## config.mk

```make
export PLATFORM = sky130hd
export DESIGN_NAME = host_link_bridge_flat
export DESIGN_NICKNAME = d
export VERILOG_FILES = /design/src/rtl/host_link_bridge_if.sv /design/src/rtl/host_link_bridge.sv /design/src/flat_wrapper.sv
export SDC_FILE = /design/constraint.sdc
export NUM_CORES = 1
export LEC_CHECK = 0
export CELL_PAD_IN_SITES_DETAIL_PLACEMENT = 1
export CELL_PAD_IN_SITES_GLOBAL_PLACEMENT = 1
export CORE_MARGIN = 4
export CORE_UTILIZATION = 33
export DETAILED_ROUTE_END_ITERATION = 6
export PLACE_DENSITY_LB_ADDON = 0.1
export SLEW_MARGIN = 25
export SYNTH_ARGS = -nofsm -noshare
export SYNTH_HDL_FRONTEND = slang
export SYNTH_SLANG_ARGS = --single-unit
export TNS_END_PERCENT = 1
```

## constraint.sdc

```tcl
create_clock -name clk -period 1.8 [get_ports clk]
set_input_delay 0.36 -clock clk [delete_from_list [all_inputs] [get_ports clk]]
set_output_delay 0.36 -clock clk [all_outputs]
set_load 0.02 [all_outputs]
```

## src/rtl/host_link_bridge_if.sv

```systemverilog
// Link-side byte stream plus core-side cmd/data/config signals of host_link_bridge.
// master is the bridge's view; slave is the view of whatever sits on the other side.
interface host_link_bridge_if #(
    parameter int unsigned CMD_W = 16
) ();
    logic [7:0]       rx_byte;
    logic             rx_isReady;
    logic             rx_canReceive;
    logic [7:0]       tx_byte;
    logic             tx_isReady;
    logic             tx_canReceive;
    logic [CMD_W-1:0] cmd;
    logic             cmd_hasAny;
    logic             cmd_consume;
    logic [63:0]      in;
    logic             in_isReady;
    logic             in_canReceive;
    logic [63:0]      out;
    logic             out_isReady;
    logic             out_canReceive;
    logic [8:0]       config_matrixNumBlocks;
    logic             core_rst;

    modport master (
        input  rx_byte, rx_isReady, tx_canReceive, cmd_consume, in_canReceive, out, out_isReady,
        output rx_canReceive, tx_byte, tx_isReady, cmd, cmd_hasAny, in, in_isReady,
        output out_canReceive, config_matrixNumBlocks, core_rst
    );

    modport slave (
        output rx_byte, rx_isReady, tx_canReceive, cmd_consume, in_canReceive, out, out_isReady,
        input  rx_canReceive, tx_byte, tx_isReady, cmd, cmd_hasAny, in, in_isReady,
        input  out_canReceive, config_matrixNumBlocks, core_rst
    );
endinterface

```

## src/rtl/host_link_bridge.sv

```systemverilog
// Host-side bridge: decodes framed link bytes into core commands, input words,
// config and core reset, and serialises core output words back onto the link.
module host_link_bridge #(
    parameter int unsigned CMD_W = 16
) (
    input logic                clk,
    input logic                rst,
    host_link_bridge_if.master bus
);
    localparam int unsigned CMD_BYTES = (CMD_W + 7) / 8;
    localparam logic [3:0]  CMD_LAST  = 4'(CMD_BYTES - 1);

    localparam logic [3:0] S_IDLE   = 4'd0;
    localparam logic [3:0] S_RST    = 4'd1;
    localparam logic [3:0] S_CMDB   = 4'd2;
    localparam logic [3:0] S_CMDW   = 4'd3;
    localparam logic [3:0] S_DLEN   = 4'd4;
    localparam logic [3:0] S_DBYTES = 4'd5;
    localparam logic [3:0] S_DPUSH  = 4'd6;
    localparam logic [3:0] S_RLEN   = 4'd7;
    localparam logic [3:0] S_RWAIT  = 4'd8;
    localparam logic [3:0] S_RTX    = 4'd9;
    localparam logic [3:0] S_CFG    = 4'd10;
    localparam logic [3:0] S_ACK    = 4'd11;
    localparam logic [3:0] S_ERR    = 4'd12;

    logic [3:0]       state_q, state_d;
    logic [63:0]      shift_q, shift_d;
    logic [8:0]       cnt_q, cnt_d;
    logic [3:0]       bcnt_q, bcnt_d;
    logic [CMD_W-1:0] cmd_q, cmd_d;
    logic [63:0]      in_q, in_d;
    logic [8:0]       cfg_q, cfg_d;

    logic       rx_ready;
    logic       rx_fire;
    logic       tx_valid;
    logic [7:0] tx_data;

    always_comb begin
        rx_ready = 1'b0;
        case (state_q)
            S_IDLE, S_CMDB, S_DLEN, S_DBYTES, S_RLEN, S_CFG: rx_ready = 1'b1;
            default:                                        rx_ready = 1'b0;
        endcase
    end

    // Gating with rst keeps a reset cycle from completing any handshake on either side.
    assign rx_fire                    = bus.rx_isReady && rx_ready && !rst;
    assign bus.rx_canReceive          = rx_ready && !rst;
    assign bus.tx_isReady             = tx_valid && !rst;
    assign bus.tx_byte                = tx_data;
    assign bus.cmd                    = cmd_q;
    assign bus.cmd_hasAny             = (state_q == S_CMDW) && !rst;
    assign bus.in                     = in_q;
    assign bus.in_isReady             = (state_q == S_DPUSH) && !rst;
    assign bus.out_canReceive         = (state_q == S_RWAIT) && !rst;
    assign bus.config_matrixNumBlocks = cfg_q;
    assign bus.core_rst               = (state_q == S_RST) && !rst;

    always_comb begin
        tx_valid = 1'b0;
        tx_data  = '0;
        case (state_q)
            S_RTX: begin
                tx_valid = 1'b1;
                tx_data  = shift_q[63:56];
            end
            S_ACK: begin
                tx_valid = 1'b1;
                tx_data  = 8'hAC;
            end
            S_ERR: begin
                tx_valid = 1'b1;
                tx_data  = 8'hEE;
            end
            default: begin
                tx_valid = 1'b0;
                tx_data  = '0;
            end
        endcase
    end

    always_comb begin
        state_d = state_q;
        shift_d = shift_q;
        cnt_d   = cnt_q;
        bcnt_d  = bcnt_q;
        cmd_d   = cmd_q;
        in_d    = in_q;
        cfg_d   = cfg_q;
        case (state_q)
            S_IDLE: begin
                if (rx_fire) begin
                    bcnt_d = '0;
                    case (bus.rx_byte)
                        8'h00:   state_d = S_RST;
                        8'h01:   state_d = S_CMDB;
                        8'h02:   state_d = S_DLEN;
                        8'h03:   state_d = S_RLEN;
                        8'h04:   state_d = S_CFG;
                        default: state_d = S_ERR;
                    endcase
                end
            end
            S_RST: begin
                if (bcnt_q == 4'd1) begin
                    state_d = S_ACK;
                end else begin
                    bcnt_d = bcnt_q + 4'd1;
                end
            end
            S_CMDB: begin
                if (rx_fire) begin
                    shift_d = {shift_q[55:0], bus.rx_byte};
                    if (bcnt_q == CMD_LAST) begin
                        cmd_d   = shift_d[CMD_W-1:0];
                        state_d = S_CMDW;
                    end else begin
                        bcnt_d = bcnt_q + 4'd1;
                    end
                end
            end
            S_CMDW: begin
                if (bus.cmd_consume) begin
                    cmd_d   = '0;
                    state_d = S_ACK;
                end
            end
            S_DLEN: begin
                if (rx_fire) begin
                    cnt_d   = {1'b0, bus.rx_byte} + 9'd1;
                    bcnt_d  = '0;
                    state_d = S_DBYTES;
                end
            end
            S_DBYTES: begin
                if (rx_fire) begin
                    shift_d = {shift_q[55:0], bus.rx_byte};
                    if (bcnt_q == 4'd7) begin
                        in_d    = shift_d;
                        state_d = S_DPUSH;
                    end else begin
                        bcnt_d = bcnt_q + 4'd1;
                    end
                end
            end
            S_DPUSH: begin
                if (bus.in_canReceive) begin
                    cnt_d   = cnt_q - 9'd1;
                    bcnt_d  = '0;
                    state_d = (cnt_q == 9'd1) ? S_ACK : S_DBYTES;
                end
            end
            S_RLEN: begin
                if (rx_fire) begin
                    cnt_d   = {1'b0, bus.rx_byte} + 9'd1;
                    state_d = S_RWAIT;
                end
            end
            S_RWAIT: begin
                // Count is consumed when a word is latched, so RTX only tests for zero.
                if (bus.out_isReady) begin
                    shift_d = bus.out;
                    cnt_d   = cnt_q - 9'd1;
                    bcnt_d  = '0;
                    state_d = S_RTX;
                end
            end
            S_RTX: begin
                if (bus.tx_canReceive) begin
                    shift_d = {shift_q[55:0], 8'h00};
                    if (bcnt_q == 4'd7) begin
                        state_d = (cnt_q == 9'd0) ? S_IDLE : S_RWAIT;
                    end else begin
                        bcnt_d = bcnt_q + 4'd1;
                    end
                end
            end
            S_CFG: begin
                if (rx_fire) begin
                    if (bcnt_q == 4'd0) begin
                        shift_d[0] = bus.rx_byte[0];
                        bcnt_d     = 4'd1;
                    end else begin
                        cfg_d   = {shift_q[0], bus.rx_byte};
                        state_d = S_ACK;
                    end
                end
            end
            S_ACK, S_ERR: begin
                if (bus.tx_canReceive) begin
                    state_d = S_IDLE;
                end
            end
            default: state_d = S_IDLE;
        endcase
    end

    always_ff @(posedge clk) begin
        if (rst) begin
            state_q <= S_IDLE;
            shift_q <= '0;
            cnt_q   <= '0;
            bcnt_q  <= '0;
            cmd_q   <= '0;
            in_q    <= '0;
            cfg_q   <= '0;
        end else begin
            state_q <= state_d;
            shift_q <= shift_d;
            cnt_q   <= cnt_d;
            bcnt_q  <= bcnt_d;
            cmd_q   <= cmd_d;
            in_q    <= in_d;
            cfg_q   <= cfg_d;
        end
    end
endmodule

```

## src/flat_wrapper.sv

```systemverilog
// flat-port wrapper written by rule: the top's interface ports become plain ports
module host_link_bridge_flat 
#(
    parameter int unsigned CMD_W = 16
)
  (clk, rst, bus_rx_byte, bus_rx_isReady, bus_tx_canReceive, bus_cmd_consume, bus_in_canReceive, bus_out, bus_out_isReady, bus_rx_canReceive, bus_tx_byte, bus_tx_isReady, bus_cmd, bus_cmd_hasAny, bus_in, bus_in_isReady, bus_out_canReceive, bus_config_matrixNumBlocks, bus_core_rst);
  host_link_bridge_if #(.CMD_W(CMD_W)) bus_i ();
  input logic clk;
  input logic rst;
  input wire logic [$bits(bus_i.rx_byte)-1:0] bus_rx_byte;
  input wire logic [$bits(bus_i.rx_isReady)-1:0] bus_rx_isReady;
  input wire logic [$bits(bus_i.tx_canReceive)-1:0] bus_tx_canReceive;
  input wire logic [$bits(bus_i.cmd_consume)-1:0] bus_cmd_consume;
  input wire logic [$bits(bus_i.in_canReceive)-1:0] bus_in_canReceive;
  input wire logic [$bits(bus_i.out)-1:0] bus_out;
  input wire logic [$bits(bus_i.out_isReady)-1:0] bus_out_isReady;
  output wire logic [$bits(bus_i.rx_canReceive)-1:0] bus_rx_canReceive;
  output wire logic [$bits(bus_i.tx_byte)-1:0] bus_tx_byte;
  output wire logic [$bits(bus_i.tx_isReady)-1:0] bus_tx_isReady;
  output wire logic [$bits(bus_i.cmd)-1:0] bus_cmd;
  output wire logic [$bits(bus_i.cmd_hasAny)-1:0] bus_cmd_hasAny;
  output wire logic [$bits(bus_i.in)-1:0] bus_in;
  output wire logic [$bits(bus_i.in_isReady)-1:0] bus_in_isReady;
  output wire logic [$bits(bus_i.out_canReceive)-1:0] bus_out_canReceive;
  output wire logic [$bits(bus_i.config_matrixNumBlocks)-1:0] bus_config_matrixNumBlocks;
  output wire logic [$bits(bus_i.core_rst)-1:0] bus_core_rst;
  assign bus_i.rx_byte = bus_rx_byte;
  assign bus_i.rx_isReady = bus_rx_isReady;
  assign bus_i.tx_canReceive = bus_tx_canReceive;
  assign bus_i.cmd_consume = bus_cmd_consume;
  assign bus_i.in_canReceive = bus_in_canReceive;
  assign bus_i.out = bus_out;
  assign bus_i.out_isReady = bus_out_isReady;
  assign bus_rx_canReceive = bus_i.rx_canReceive;
  assign bus_tx_byte = bus_i.tx_byte;
  assign bus_tx_isReady = bus_i.tx_isReady;
  assign bus_cmd = bus_i.cmd;
  assign bus_cmd_hasAny = bus_i.cmd_hasAny;
  assign bus_in = bus_i.in;
  assign bus_in_isReady = bus_i.in_isReady;
  assign bus_out_canReceive = bus_i.out_canReceive;
  assign bus_config_matrixNumBlocks = bus_i.config_matrixNumBlocks;
  assign bus_core_rst = bus_i.core_rst;
  host_link_bridge #(.CMD_W(CMD_W)) u_core (.clk(clk), .rst(rst), .bus(bus_i));
endmodule
```

==> flow_results.org, run 1 <==
** Status
- The flow ran to the end, but the final reports show violations.
- The final reports fail on setup timing.

** Synthesis
- Number of warnings reported in the yosys synthesis log :: 0
- Mean Syn Cell Area :: 8.318 sq um
- Summing the sequential cell areas from Yosys gives 42.98% of the chip area.
- Cell with the most instances after synthesis :: dfxtp_1
- Most used standard cells in the synthesized netlist :: dfxtp_1 (170), nand2_1 (165), nor2_1 (100), a21oi_1 (88)
- Synth async-reset ratio :: 0%
- In this run, synthesis produced a sequential element count of 170.
- In this run, synthesis inferred 0 flip-flops with an integrated enable.
- Most common flop cell mapped by yosys :: dfxtp_1
- Fraction of synthesized cell area taken by the top area cell type :: between 40% and 50%
- The cell count after synthesis came out at between 900 and 1,000.
- Largest cells by area after synthesis :: dfxtp_1 (43%), mux2i_1 (8.3%), nand2_1 (7.8%), a211oi_1 (6.3%), a21oi_1 (5.6%)
- Cell accounting for the most synthesized area :: dfxtp_1
- Synthesis produced a netlist with a net count of ~1,000.
- Unique masters post-synth :: 68
- Post-Syn Area :: 7919 sq um

** CTS
- For the worst-skew pair, the clock arrives at the later sink with an insertion delay of 0.43 ns.
- Counting the buffers created by CTS gives 17.
- The tree is rooted in a clkbuf_16.
- Maximum buffer depth of the clock tree :: 2
- Hold bufs inserted after CTS :: 0
- TritonCTS built the clock tree.
- H-Tree Level Count :: 4
- Num Clock Sinks :: 170
- Clock-pin slew was measured on the worst setup and hold paths at 0.08 ns.

** Route
- Number of DRC violations after detailed routing :: 0
- After detailed routing, the average wire length per cell comes to 18.28 um.
- The first detailed-routing pass ran for 4 iterations.
- For this block, the via count after detailed routing is between 7,000 and 8,000.
- Post-detailed-route count of antenna-violating nets :: 0
- Vias per std cell :: 5.057
- Final wirelength :: 28,130 um
- After the first detailed-routing iteration, the DRC count stood at 334.

** Floorplanning
- Effective utilization at floorplan :: 33.64%
- Number of placed I/O pins :: 182
- Area inside the core boundary :: about 24,000 sq um
- The die is approximately 160 um tall.
- Num rows :: 56
- Full die area :: 26,540 sq um
- Horizontal extent of the die :: approximately 160 um

** STA
- Number of pins with negative max-slew slack in the final report :: 0
- The final number of hold-violating endpoints was 0.
- The routed design could run at a clock period as short as 2.054 ns.
- Final worst path period share :: 114.1%
- For the final database, setup skew stands at 0.01381 ns.
- Measured against its own limit, the worst slew margin works out to 51.96%.
- For the pin with the worst max-slew slack, the measured transition is 0.7206 ns.
- Setup repair after global routing missed its margin :: yes
- Setup violations remaining at the end of the flow were counted as 97.
- Min setup slack post-route :: -0.2539 ns
- F_max :: a little under 500 MHz

** Critical path
- On the worst path, the slowest cell contributes a delay of 0.42 ns.
- Path type of the worst setup path :: register to register
- Count of buffering cells on the critical path with inverters included :: 2
- Ordered cell list for the critical path :: ha_4 -> or3b_4 -> o31a_1 -> nor3_4 -> buf_6 -> clkbuf_16 -> nand3_1 -> o21ai_0
- Crit path DAT :: 2.41 ns
- Cell with the biggest individual delay on the critical path :: dfxtp_2
- Among cell families on the critical path, the largest total delay comes from simple AND/OR/NAND/NOR gates.
- Critical path peak fanout :: 16
- Startpoint type of the worst setup path :: register
- The worst setup path is captured at a register.
- At the worst endpoint, the required time is 2.16 ns.

** Cells and area
- Total Nets Final :: 1,297
- The multi-input combinational cells in the finished layout cover a total of ~4500 sq um.
- Share of final-layout standard cells stronger than drive strength 1 :: a little under a quarter
- In the final layout, flip-flops and latches occupy 3418 sq um.
- The repair_antennas step left the layout with diodes totalling 0.
- Fill cells in the final layout number 2,783.
- Area Growth Syn to Fin :: 52.09%
- Final standard cell area without fillers :: 12,040 sq um

** Global routing
- Total gr overflow :: 0
- Number of antenna violations at the first check in global routing :: 0
- Global routing consumed, on the met1 layer, 27.47% of the routing resources.
- Via count of the first global-routing pass :: approximately 8,000
- Global routing used 20.74% of the available tracks.
- Global routing consumed, on the met2 layer, 34.98% of the routing resources.
- In the global route stage, met3 resource usage came out at approximately 4%.
- Entering global routing, the biggest net connects 80 pins.
- The first global-routing pass estimated 43,770 um of wire.
- Peak-usage layer in the global routing report :: met2

** Pwr
- Pwr dens :: 1138 nW/um^2
- For this design the static power due to leakage is 0.004565 uW.
- Across the VDD grid, the largest voltage drop is approximately 0.58 mV.
- Power comes to 13,710 uW.

** Place
- Count of buffers inserted at the top-level ports :: ~180
- Detailed placement ended at an HPWL of 20,290 um.
- Routability congestion estimate from global placement :: 0.8579
- Area of placed instances :: 10,910 sq um

** Min path
- Tightest Hold Check Type :: input pin to register

** Job
- Max Cap Violations :: 0
[metrics by stage]
stage,hold slack [ns],TNS (ns),worst slack (ns),std cells,utilization [%]
floorplan,0.4490,-1.422,-0.09327,952,-
global placement,0.4377,-53.98,-0.4903,1502,46.36
detailed placement,0.4425,-59.27,-0.5904,1502,46.36
CTS,0.3684,-10.48,-0.2406,1535,49.39
global route,0.4272,-18.98,-0.3335,1539,51.16
finish,0.3948,-8.986,-0.2539,1539,51.16
[sequential cells by signal (all words and copies together), names as in the netlist]
name and cells:
u_core.state_q 4, u_core.bus.config_matrixNumBlocks 9, u_core.bcnt_q 4, u_core.cnt_q 9
u_core.shift_q 64, u_core.bus.in 64, u_core.bus.cmd 16
[cells in the final DEF (no fill, tap or decap), types with 7 or more instances in the layout]
cell type / netlist / final
a22oi_1: 11 / 10
nand2b_1: 8 / 8
mux2i_2: 0 / 9
dlymetal6s2s_1: 0 / 19
a21oi_2: 0 / 22
mux2i_1: 66 / 56
o21ai_1: 5 / 20
ha_1: 10 / 8
a21oi_1: 88 / 66
nor2_1: 100 / 91
clkbuf_16: 0 / 19
nor3_1: 10 / 7
a211oi_1: 66 / 57
o21ai_0: 27 / 12
buf_4: 4 / 111
clkdlybuf4s50_1: 0 / 143
a211oi_2: 0 / 9
inv_1: 9 / 8
nand3_1: 27 / 21
buf_6: 5 / 22
nor2_2: 0 / 8
nand2_1: 165 / 163
buf_12: 0 / 13
dfxtp_1: 170 / 164
[what timing repair did]
item,4_1_cts,5_1_grt
setup endpoints to repair,188,203
setup buffers,2,2
pin swaps,18,32
cloned,0,2
gates resized for setup,112,110
[final cells by class]
| class | count | area share [%] |
|---|---|---|
| Clock inverter | 14 | 1.299 |
| Inverter | 10 | 0.3117 |
| Timing Repair Buffer | 318 | 26.14 |
| Clock buffer | 17 | 3.532 |
| Multi-Input combinational cell | 691 | 37.02 |
| Sequential cell | 170 | 28.38 |
| Tap cell | 319 | 3.314 |
[cell families (layout without fill, tap and decap cells)]
family | Yosys count | in the layout | synth area share, %
AOI/OAI and AO/OA | 243 | 243 | 19.91
xor gates and xnor gates | 7 | 7 | 0.7742
buffers and inverters | 91 | 359 | 5.483
DFF | 170 | 170 | 42.98
adders and majority gates | 10 | 10 | 1.580
muxes | 69 | 69 | 8.769
and+or+nand+nor | 362 | 362 | 20.51
[final timing paths]
kind | startpoint | endpoint | slack (ns) | cells after the start
worst max register to register | u_core.bcnt_q[0] | u_core.bus.cmd[3] | -0.25 | 8
worst min-delay path | rst | u_core.state_q[3] | 0.39 | 5
worst min register to register | u_core.bus.in[47] | u_core.bus.in[47] | 0.45 | 2
worst max-delay path | u_core.bcnt_q[0] | u_core.bus.cmd[3] | -0.25 | 8
[power breakdown]
group	switching, uW	total, uW	internal (uW)
Combinational	2680	5310	2630
Sequential	506	4760	4260
Clock	1780	3630	1850
[layer usage]
metal | part of all wire [%] | up-vias
met5 | 0 | -
met4 | 1.1 | 0
met3 | 4.0 | 20
met2 | 48 | 139
met1 | 47 | 3756
li1 | - | 3867
[worst reg2reg max path: cells and delay by family (launching register included)]
family | cells | cell delay [ns]
DFF | 1 | 0.42
adders and majority gates | 1 | 0.16
AOI/OAI and AO/OA | 2 | 0.42
and+or+nand+nor | 3 | 0.64
buffers and inverters | 2 | 0.34
(Power assumes the default switching activity.)
==> run 2: changes to the inputs <==
--- a/config.mk
+++ b/config.mk
@@ -10,6 +10,7 @@
 export CORE_MARGIN = 4
 export CORE_UTILIZATION = 33
 export DETAILED_ROUTE_END_ITERATION = 6
+export GPL_ROUTABILITY_DRIVEN = 0
 export PLACE_DENSITY_LB_ADDON = 0.1
 export SLEW_MARGIN = 25
 export SYNTH_ARGS = -nofsm -noshare
==> results of run 2 <==
Final layout, timing and power as in run 1 (identical DEF).
